--- config.mk ---
export PLATFORM = sky130hd
export DESIGN_NAME = digit_serial_adder
export DESIGN_NICKNAME = d
export VERILOG_FILES = /design/src/rtl/adder_pkg.sv /design/src/rtl/digit_adder.sv /design/src/rtl/digit_serial_adder.sv
export SDC_FILE = /design/constraint.sdc
export NUM_CORES = 1
export LEC_CHECK = 0
export BUFFER_PORTS_ARGS = -buffer_cell sky130_fd_sc_hd__buf_2
export CORE_UTILIZATION = 35
export CTS_CLUSTER_DIAMETER = 60
export DETAILED_ROUTE_END_ITERATION = 16
export PLACE_DENSITY = 0.57
export REMOVE_ABC_BUFFERS = 1
export SLEW_MARGIN = 20
export SYNTH_ARGS = -nofsm -noshare
export SYNTH_HDL_FRONTEND = slang
export SYNTH_SLANG_ARGS = --single-unit
export TNS_END_PERCENT = 1
--- constraint.sdc ---
create_clock -name clk -period 11.4 [get_ports clk]
set_clock_uncertainty 0.15 [all_clocks]
set_input_delay 2.28 -clock clk [delete_from_list [all_inputs] [get_ports clk]]
set_output_delay 2.28 -clock clk [all_outputs]
set_load 0.01 [all_outputs]
--- src/rtl/adder_pkg.sv ---
// Shared types and helpers for the digit-serial add/subtract unit.
// Holds the FSM state encoding and the result top-bit/overflow rule.
package adder_pkg;

    typedef enum logic [1:0] {
        ST_IDLE,
        ST_RUN,
        ST_DONE
    } state_e;

    // Returns {out_sum[W], out_ovf}.
    // The extension bits of both operands plus the final carry give an
    // exact top bit for all signedness/operation combinations.
    function automatic logic [1:0] msb_ovf(
        input logic a_e,
        input logic b_e,
        input logic cout,
        input logic msb,
        input logic sgn
    );
        logic top;
        top = a_e ^ b_e ^ cout;
        return {top, sgn ? (top != msb) : top};
    endfunction

endpackage

--- src/rtl/digit_adder.sv ---
// Combinational DIGIT-bit ripple slice built from single-bit full adders.
// One slice is reused every cycle by the digit-serial top.
module full_adder (
    input  logic a,
    input  logic b,
    input  logic ci,
    output logic s,
    output logic co
);

    assign s  = a ^ b ^ ci;
    assign co = (a & b) | (ci & (a ^ b));

endmodule

module digit_adder #(
    parameter int DIGIT = 8
) (
    input  logic [DIGIT-1:0] a,
    input  logic [DIGIT-1:0] b,
    input  logic             cin,
    output logic [DIGIT-1:0] s,
    output logic             cout
);

    logic [DIGIT:0] c;

    assign c[0] = cin;

    for (genvar i = 0; i < DIGIT; i++) begin : g_fa
        full_adder u_fa (
            .a  (a[i]),
            .b  (b[i]),
            .ci (c[i]),
            .s  (s[i]),
            .co (c[i+1])
        );
    end

    assign cout = c[DIGIT];

endmodule

--- src/rtl/digit_serial_adder.sv ---
// Digit-serial W-bit add/subtract with exact W+1-bit result and overflow.
// Operands shift right one digit per cycle; result digits enter from the top.
module digit_serial_adder
    import adder_pkg::*;
#(
    parameter int WIDTH = 32,
    parameter int DIGIT = 8
) (
    input  logic             clk,
    input  logic             rst_n,
    input  logic             in_valid,
    output logic             in_ready,
    input  logic [WIDTH-1:0] in_a,
    input  logic [WIDTH-1:0] in_b,
    input  logic             in_sub,
    input  logic             in_signed,
    output logic             out_valid,
    input  logic             out_ready,
    output logic [WIDTH:0]   out_sum,
    output logic             out_ovf
);

    localparam int NUM_DIGITS = WIDTH / DIGIT;
    localparam int CW = (NUM_DIGITS > 1) ? $clog2(NUM_DIGITS) : 1;

    state_e           state_q, state_d;
    logic [CW-1:0]    cnt_q, cnt_d;
    logic             carry_q, carry_d;
    logic [WIDTH-1:0] a_q, a_d;
    logic [WIDTH-1:0] b_q, b_d;
    logic             ae_q, ae_d;
    logic             be_q, be_d;
    logic             sgn_q, sgn_d;
    logic [WIDTH-1:0] res_q, res_d;
    logic             msb_q, msb_d;
    logic             ovf_q, ovf_d;

    logic [DIGIT-1:0] dig_s;
    logic             dig_cout;
    logic             last;
    logic [1:0]       top;

    digit_adder #(
        .DIGIT (DIGIT)
    ) u_digit (
        .a    (a_q[DIGIT-1:0]),
        .b    (b_q[DIGIT-1:0]),
        .cin  (carry_q),
        .s    (dig_s),
        .cout (dig_cout)
    );

    assign last = (cnt_q == CW'(NUM_DIGITS - 1));
    assign top  = msb_ovf(ae_q, be_q, dig_cout, dig_s[DIGIT-1], sgn_q);

    // Next-state: accept in IDLE, one digit per RUN cycle, hold in DONE.
    always_comb begin
        state_d = state_q;
        cnt_d   = cnt_q;
        carry_d = carry_q;
        a_d     = a_q;
        b_d     = b_q;
        ae_d    = ae_q;
        be_d    = be_q;
        sgn_d   = sgn_q;
        res_d   = res_q;
        msb_d   = msb_q;
        ovf_d   = ovf_q;
        unique case (state_q)
            ST_IDLE: begin
                if (in_valid) begin
                    a_d     = in_a;
                    b_d     = in_b ^ {WIDTH{in_sub}};
                    sgn_d   = in_signed;
                    ae_d    = in_signed & in_a[WIDTH-1];
                    be_d    = (in_signed & in_b[WIDTH-1]) ^ in_sub;
                    carry_d = in_sub;
                    cnt_d   = '0;
                    state_d = ST_RUN;
                end
            end
            ST_RUN: begin
                res_d   = (res_q >> DIGIT)
                        | (WIDTH'(dig_s) << (WIDTH - DIGIT));
                carry_d = dig_cout;
                a_d     = a_q >> DIGIT;
                b_d     = b_q >> DIGIT;
                cnt_d   = cnt_q + 1'b1;
                if (last) begin
                    msb_d   = top[1];
                    ovf_d   = top[0];
                    cnt_d   = '0;
                    state_d = ST_DONE;
                end
            end
            ST_DONE: begin
                if (out_ready) begin
                    state_d = ST_IDLE;
                end
            end
            default: begin
                state_d = ST_IDLE;
            end
        endcase
    end

    // State and datapath registers, cleared asynchronously.
    always_ff @(posedge clk or negedge rst_n) begin
        if (!rst_n) begin
            state_q <= ST_IDLE;
            cnt_q   <= '0;
            carry_q <= 1'b0;
            a_q     <= '0;
            b_q     <= '0;
            ae_q    <= 1'b0;
            be_q    <= 1'b0;
            sgn_q   <= 1'b0;
            res_q   <= '0;
            msb_q   <= 1'b0;
            ovf_q   <= 1'b0;
        end else begin
            state_q <= state_d;
            cnt_q   <= cnt_d;
            carry_q <= carry_d;
            a_q     <= a_d;
            b_q     <= b_d;
            ae_q    <= ae_d;
            be_q    <= be_d;
            sgn_q   <= sgn_d;
            res_q   <= res_d;
            msb_q   <= msb_d;
            ovf_q   <= ovf_d;
        end
    end

    assign in_ready  = (state_q == ST_IDLE);
    assign out_valid = (state_q == ST_DONE);
    assign out_sum   = {msb_q, res_q};
    assign out_ovf   = ovf_q;

endmodule

==> summary.txt, run 1 <==
initial antenna violation count: 0
HP Class: reg2reg
ANT nets after route: 0
Internal: 0.946 mW
Post-CTS Hold Fix Bufs: 0
Fmax achieved: 215 MHz
CP bufs+invs: 2
crit share post-route: 0.408
CTS clk-pin slew, worst paths: 70 ps
Residual DRC: 0
Core Box Area: 13300 µm²
largest net degree at the start of global routing: 77
die span in y: 119 µm
die area: 14100 µm²
status: finished, final reports clean
unrepaired setup endpoints after global routing: no
synth unique cells: 25
post-DP HPWL: 7.02 mm
final max-slew violation count: 0
Slew @ Worst Pin: 1130 ps
# rows: 42
first-pass GRT wire length: 18.1 mm
routed vias/inst: 4.83
drt first pass iters: 4
CP delay by family, top: adder cells
P_sw: 0.613 mW
Post-CTS Setup Bufs: 0
FF+latch count, synth: 106
cells along the critical path: inv_1, fa_1, inv_1, fa_1, fa_1, fa_1, fa_1, fa_1, fa_1, fa_1, xnor3_1, xnor2_1, o21ai_0
diodes inserted: 0
top sig layer: met4
IO buf count: 105
Post-Syn Area: 4780 µm²
Fin. Hold Viols: 0
Sinks on Clock Net: 106
Placement Setup Slack: 6720 ps
worst-case clock buffer depth: 2
register area share after synthesis: 0.555
DR WL/cell: 14.4 µm
Avg Cell Area, Syn: 9.94 µm²
DP Area: 5450 µm²
DR vias: 3603
metal2 WL: 4.87 mm
final worst slack: 6750 ps
critical-path maximum fanout: 2
Max-Cap Viols: 0
final wirelength: 10.7 mm
CTS H-tree lvls: 3
slowest library cell on the worst path: fa_1
GP Congestion: 0.748
Die X: 119 µm
critical path's largest stage delay: 470 ps
Worst Setup Start Kind: flip-flop
commonest cells after routing, fill and taps aside: nand2_1, dfrtp_1, buf_2
cell area after layout: 5720 µm²
kind of critical path: reg2reg
Fill cells: 1352
Final Core Density: 0.430
Post-synth ARST share: 1.00
total track usage: 0.162
cell mode on critical path: fa_1
met3 WL: 498 µm
Root Buffer: clkbuf_16
Pwr per Cell Area: 273 nW/µm²
layout cells sized above 1: 0.230
Num CTS Buffers: 9
TritonCTS clock tree: yes
vias in the first global route: 3574
Mapped Cells: 481
synth-to-layout area growth: 19.6%
DRT met1 WL: 5.25 mm
most common cell after layout, fill and taps aside: nand2_1
clock share of power: 0.184
final setup TNS: 0 ps
peak supply drop: 0.0825 mV
Seq pwr share: 0.414
switch share: 0.393
Final nets: 644
dominant synthesized flop cell: dfrtp_1
Finish-stage setup viols: 0
post_cts resized: 0
Top-Level Pins: 106
number of synthesized flops with an enable pin: 0
Critical Path RT: 11470 ps
minimum clock period: 4650 ps
crit path DAT: 4720 ps
grt ovf: 0
Starting Density: 0.360
Combinational Power Share: 0.402
worst skew pair latency: 340 ps
synth warn: 0
crit path capture type: flip-flop
initial drt markers: 157
Leakage: 2.82 nW
max_slew headroom: 0.246
tightest hold or removal path: stages, from the launching register on:
cell     delay, ps
dfrtp_1        340
nand2_1         50
nand2_1         60
power by group through the flow:
| stage | clock [mW] | combinational (mW) | sequential [mW] |
|---|---|---|---|
| 6_report | 0.288 | 0.626 | 0.645 |
| 2_1_floorplan | 0 | 0.374 | 0.665 |
| 5_1_grt | 0.315 | 0.717 | 0.665 |
| 3_3_place_gp | 0 | 0.615 | 0.648 |
| 3_5_place_dp | 0 | 0.638 | 0.653 |
| 4_1_cts | 0.299 | 0.641 | 0.647 |
final cells by class:
class	count	area [µm²]	share of cell area
Inverter	5	18.8	0.00328
Tap cell	176	220	0.0385
Timing Repair Buffer	111	593	0.104
Multi-Input combinational cell	332	1960	0.343
Sequential cell	106	2650	0.464
Clock buffer	11	243	0.0424
Clock inverter	5	30.0	0.00525
synth_stat cells, drive strengths merged, types with 7 or more instances:
library cell / instances / share of area
a211oi: 7 / 0.011
a221o: 24 / 0.050
a22oi: 25 / 0.039
buf: 25 / 0.027
clkbuf: 13 / 0.010
dfrtp: 106 / 0.55
fa: 8 / 0.033
nand2: 148 / 0.12
nand3: 11 / 0.012
nor2: 32 / 0.025
o21ai: 32 / 0.033
xnor2: 33 / 0.060
layer usage:
metal | vias up | global-route usage
met3 | 11 | 0.0350
met4 | 0 | 0.0419
li1 | 1771 | -
met5 | - | 0
met1 | 1725 | 0.229
met2 | 96 | 0.250
metrics by stage:
stage	total power [mW]	std cells	hold WS (ps)
2_1_floorplan	1.04	443	296
3_3_place_gp	1.26	729	302
3_5_place_dp	1.29	730	308
4_1_cts	1.59	746	325
5_1_grt	1.70	746	340
6_report	1.56	746	321
sequential cells by signal, indices dropped and copies added (netlist names):
register and flops:
a_q 32, ae_q 1, b_q 32, be_q 1
carry_q 1, cnt_q 2, msb_q 1, out_ovf 1
res_q 32, sgn_q 1, state_q 2
path summary, 6_finish.rpt:
path	from	endpoint	slack (ps)	depth (start not counted)
hold reg to reg	res_q[1]	res_q[1]	320	2
max in group asynchronous	rst_n	b_q[0]	8100	2
setup / recovery	carry_q	out_ovf	6750	13
hold / removal	res_q[1]	res_q[1]	320	2
min in group asynchronous	rst_n	res_q[2]	1710	1
setup reg to reg	carry_q	out_ovf	6750	13
cell families (layout without fill, tap and decap cells):
| logic type | after synthesis | after routing | synth area share |
|---|---|---|---|
| adders and majority gates | 9 | 9 | 0.0361 |
| and+or+nand+nor | 198 | 198 | 0.164 |
| DFF | 106 | 106 | 0.555 |
| xor gates and xnor gates | 35 | 35 | 0.0670 |
| buffers and inverters | 43 | 132 | 0.0413 |
| AOI/OAI and AO/OA | 90 | 90 | 0.137 |
Note: power is estimated with default switching activity, not from simulation.
==> run 2, diff against run 1 <==
--- a/config.mk
+++ b/config.mk
@@ -9,7 +9,7 @@
 export CORE_UTILIZATION = 35
 export CTS_CLUSTER_DIAMETER = 60
 export DETAILED_ROUTE_END_ITERATION = 16
-export PLACE_DENSITY = 0.57
+export PLACE_DENSITY = 0.59
 export REMOVE_ABC_BUFFERS = 1
 export SLEW_MARGIN = 20
 export SYNTH_ARGS = -nofsm -noshare
==> constraint.sdc (replaced) <==
create_clock -name clk -period 3.9 [get_ports clk]
set_clock_uncertainty 0.15 [all_clocks]
set_input_delay 0.78 -clock clk [delete_from_list [all_inputs] [get_ports clk]]
set_output_delay 0.78 -clock clk [all_outputs]
set_load 0.01 [all_outputs]
==> summary.txt, run 2 (synthesis gave the netlist of run 1 again) <==
Final Power: 4.63 mW
DR WL/cell: 14.2 µm
Final Core Density: 0.435
worst skew pair latency: 340 ps
synth-to-layout area growth: 20.9%
Inst Count DP: 735
most common cell after layout, fill and taps aside: nand2_1
TritonCTS clock tree: yes
die span in y: 119 µm
worst r2r path cells: 13
DR vias: 3667
Critical R2R Capture: out_ovf
post-DP HPWL: 7.15 mm
Die X: 119 µm
worst-case clock buffer depth: 2
Num CTS Buffers: 9
DP Area: 5470 µm²
crit path DAT: 3940 ps
die area: 14100 µm²
Seq pwr share: 0.411
# rows: 42
critical-path maximum fanout: 2
Starting Density: 0.360
crit path capture type: flip-flop
Residual DRC: 0
layout cells sized above 1: 0.252
Slew @ Worst Pin: 1030 ps
cell area after layout: 5780 µm²
Core Box Area: 13300 µm²
largest net degree at the start of global routing: 90
CTS H-tree lvls: 3
Finish-stage setup viols: 0
Critical Path RT: 3980 ps
peak supply drop: 0.334 mV
reg-to-reg startpoint: carry_q
Fin. Hold Viols: 0
P_sw: 1.79 mW
final max-slew violation count: 0
vias in the first global route: 3645
crit share post-route: 0.991
grt ovf: 0
clock share of power: 0.191
initial antenna violation count: 0
IO buf count: 105
drt first pass iters: 4
Sinks on Clock Net: 106
Top-Level Pins: 106
initial drt markers: 201
Pwr per Cell Area: 801 nW/µm²
commonest cells after routing, fill and taps aside: nand2_1, dfrtp_1, buf_2
ANT nets after route: 0
switch share: 0.387
routed vias/inst: 4.88
biggest regs: a_q x32, b_q x32, res_q x32
first-pass GRT wire length: 18.0 mm
HP Class: in2async
minimum clock period: 3860 ps
GP Congestion: 0.754
Combinational Power Share: 0.398
Final nets: 650
status: finished, final reports clean
unrepaired setup endpoints after global routing: yes
kind of critical path: reg2reg
R2R Setup Slk: 40 ps
Non-Filler Instances: 752
Max-Cap Viols: 0
max_slew headroom: 0.313
Internal: 2.84 mW
Leakage: 2.83 nW
Worst Setup Start Kind: flip-flop
Fmax achieved: 259 MHz
Root Buffer: clkbuf_16
final wirelength: 10.7 mm
total track usage: 0.163
diodes inserted: 0
CTS clk-pin slew, worst paths: 70 ps
## run 2: layout make-up
class	instances	area, µm²
clock buffer	11	233
clock inverter	5	55.1
fill	1320	7510
inverter	5	18.8
multi-input combinational	332	1980
sequential	106	2650
tap	176	220
timing repair buffer	117	622
## run 2: per-layer routing
metal  vias up  track usage  wire length (µm)
li1       1788            -                 -
met1      1773        0.217              5150
met2       101        0.261              4930
met3         5       0.0445               522
met4         0       0.0443                90
met5         -            0                 0
## run 2: worst max-delay path by stage
| stage | end | depth (start not counted) | from |
|---|---|---|---|
| global route | out_ovf | 13 | b_q[0] |
| finish | out_ovf | 13 | carry_q |
| global placement | out_ovf | 13 | carry_q |
| floorplan | out_ovf | 13 | carry_q |
| detailed placement | out_ovf | 13 | carry_q |
| CTS | out_ovf | 13 | carry_q |
## run 2: repair_timing
item | 4_1_cts | 5_1_grt
hold buffers | 0 | 0
setup endpoints to repair | 4 | 4
pin swaps | 8 | 2
setup buffers | 1 | 0
resized for setup | 10 | 1
## run 2: power by group through the flow
stage | clock network [mW] | registers, mW | logic, mW
final | 0.883 | 1.90 | 1.84
after global routing | 0.956 | 1.97 | 2.12
after CTS | 0.914 | 1.91 | 1.89
after detailed placement | 0 | 1.92 | 1.88
after global placement | 0 | 1.89 | 1.83
after floorplan | 0 | 1.94 | 1.09
## run 2: per-stage QoR
step | hold WS, ps | worst slack, ps | setup TNS [ps]
after floorplan | 296 | -587 | -1880
after global placement | 302 | -707 | -2520
after detailed placement | 316 | -773 | -2710
after CTS | 332 | -22.0 | -22.0
after global routing | 352 | -118 | -170
final | 325 | 35.1 | 0
## run 2: critical path, cell delays in order, from the launching register on
cell,delay [ps]
dfrtp_1,390
inv_2,60
fa_1,160
inv_1,50
fa_2,340
fa_2,350
fa_2,340
fa_2,360
fa_2,370
fa_2,360
fa_2,360
xnor3_1,210
xnor2_1,170
o21ai_1,70
==> run 3, diff against run 2 <==
--- a/config.mk
+++ b/config.mk
@@ -6,12 +6,11 @@
 export NUM_CORES = 1
 export LEC_CHECK = 0
 export BUFFER_PORTS_ARGS = -buffer_cell sky130_fd_sc_hd__buf_2
-export CORE_UTILIZATION = 35
+export CORE_UTILIZATION = 49
 export CTS_CLUSTER_DIAMETER = 60
 export DETAILED_ROUTE_END_ITERATION = 16
-export PLACE_DENSITY = 0.59
+export PLACE_DENSITY = 0.77
 export REMOVE_ABC_BUFFERS = 1
-export SLEW_MARGIN = 20
 export SYNTH_ARGS = -nofsm -noshare
 export SYNTH_HDL_FRONTEND = slang
 export SYNTH_SLANG_ARGS = --single-unit
==> summary.txt, run 3 (synthesis gave the netlist of run 1 again) <==
worst r2r path cells: 13
Critical Path RT: 4000 ps
Final Power: 4.43 mW
final max-slew violation count: 0
violated checks: setup timing
biggest regs: a_q x32, b_q x32, res_q x32
ANT nets after route: 0
final worst slack: -60.2 ps
largest net degree at the start of global routing: 107
Placement Setup Slack: -819 ps
Fmax achieved: 253 MHz
peak supply drop: 0.338 mV
Worst Setup Start Kind: flip-flop
Fill cells: 835
CTS clk-pin slew, worst paths: 100 ps
DR vias: 3686
Post-CTS Hold Fix Bufs: 0
post-DP HPWL: 6.93 mm
minimum clock period: 3960 ps
Worst Setup SP: carry_q
grt ovf: 0
drt first pass iters: 4
CTS H-tree lvls: 3
Core Box Area: 9330 µm²
Critical R2R Capture: out_ovf
initial drt markers: 220
Pwr per Cell Area: 783 nW/µm²
Slew @ Worst Pin: 1040 ps
worst skew pair latency: 360 ps
reg-to-reg startpoint: carry_q
# rows: 35
GP Congestion: 0.802
die span in y: 101 µm
crit share post-route: 1.02
synth-to-layout area growth: 18.2%
hold_ws: 281 ps
kind of critical path: reg2reg
final wirelength: 10.3 mm
DR WL/cell: 14.5 µm
worst-case clock buffer depth: 2
first-pass GRT wire length: 17.2 mm
HP Class: in2async
initial antenna violation count: 0
die area: 10200 µm²
status: complete, but fails checks
crit path capture type: flip-flop
max_slew headroom: 0.305
R2R Setup Slk: -60 ps
layout cells sized above 1: 0.256
commonest cells after routing, fill and taps aside: nand2_1, dfrtp_1, buf_2
most common cell after layout, fill and taps aside: nand2_1
critical-path maximum fanout: 2
Final nets: 651
vias in the first global route: 3546
Fin. Hold Viols: 0
Max-Cap Viols: 0
IO buf count: 105
Finish-stage setup viols: 1
Top-Level Pins: 106
routed vias/inst: 5.21
TritonCTS clock tree: yes
Sinks on Clock Net: 106
Starting Density: 0.513
Die X: 101 µm
crit path DAT: 4060 ps
unrepaired setup endpoints after global routing: yes
Residual DRC: 0
Root Buffer: clkbuf_8
end point of the critical path: out_ovf
Num CTS Buffers: 9
total track usage: 0.218
Leakage: 2.80 nW
==> run 3: cell types whose count changed in the layout (fill, tap and decap cells not counted), sizes merged <==
cell / before / now
clkinvlp: 2 / 3
buf: 117 / 118
clkbuf: 11 / 10
diode: 0 / 1
==> run 3: layout make-up <==
type | instances | area, µm² | share of cell area
Inverter | 5 | 18.8 | 0.00332
Sequential cell | 106 | 2650 | 0.469
Tap cell | 129 | 161 | 0.0286
Clock inverter | 6 | 66.3 | 0.0117
Antenna cell | 1 | 2.50 | 0.000443
Timing Repair Buffer | 118 | 638 | 0.113
Multi-Input combinational cell | 332 | 1970 | 0.349
Clock buffer | 10 | 138 | 0.0244
==> run 3: what timing repair did <==
action | CTS | global route
pin swaps | 8 | 5
buffers inserted | 2 | 1
gates resized for setup | 9 | 2
endpoints found under the setup margin | 4 | 4
==> run 3: worst min-delay path by stage <==
stage          slack [ps]        end  startpoint
2_1_floorplan         300      sgn_q       sgn_q
3_3_place_gp          300   res_q[1]    res_q[1]
3_5_place_dp          310   res_q[7]    res_q[7]
4_1_cts               330   res_q[7]    res_q[7]
5_1_grt               330  res_q[10]       rst_n
6_report              280   res_q[2]       rst_n
==> run 3: per-stage QoR <==
step           setup TNS, ps  area (µm²)   util  instances
2_1_floorplan          -1880        4600      -        443
5_1_grt                 -429        5650  0.606        706
3_3_place_gp           -2390        5410  0.579        687
3_5_place_dp           -2750        5410  0.579        687
4_1_cts                -55.7        5640  0.605        705
6_report               -60.2        5650  0.606        707
==> run 3: per-layer routing <==
layer | wire (µm) | track usage | vias to the layer above | part of all wire
met5 | 0 | 0 | - | 0
met4 | 96 | 0.0457 | 0 | 0.0094
met3 | 545 | 0.0485 | 10 | 0.053
met2 | 5050 | 0.359 | 112 | 0.49
met1 | 4560 | 0.297 | 1776 | 0.45
li1 | - | - | 1788 | -
==> run 3: critical path, cell delays in order, from the launching register on <==
cell	delay, ps
dfrtp_1	400
inv_2	60
fa_1	160
inv_1	50
fa_2	340
fa_2	370
fa_2	390
fa_2	380
fa_2	360
fa_2	340
fa_2	360
xnor3_1	230
xnor2_1	190
o21ai_1	70
==> run 3: report_power, final <==
group / leakage (nW) / total, mW / internal [mW] / switching [mW]
sequential: 1.36 / 1.93 / 1.57 / 0.359
clock: 0.0945 / 0.679 / 0.314 / 0.364
combinational: 1.34 / 1.81 / 0.768 / 1.05
total: 2.80 / 4.43 / 2.66 / 1.77
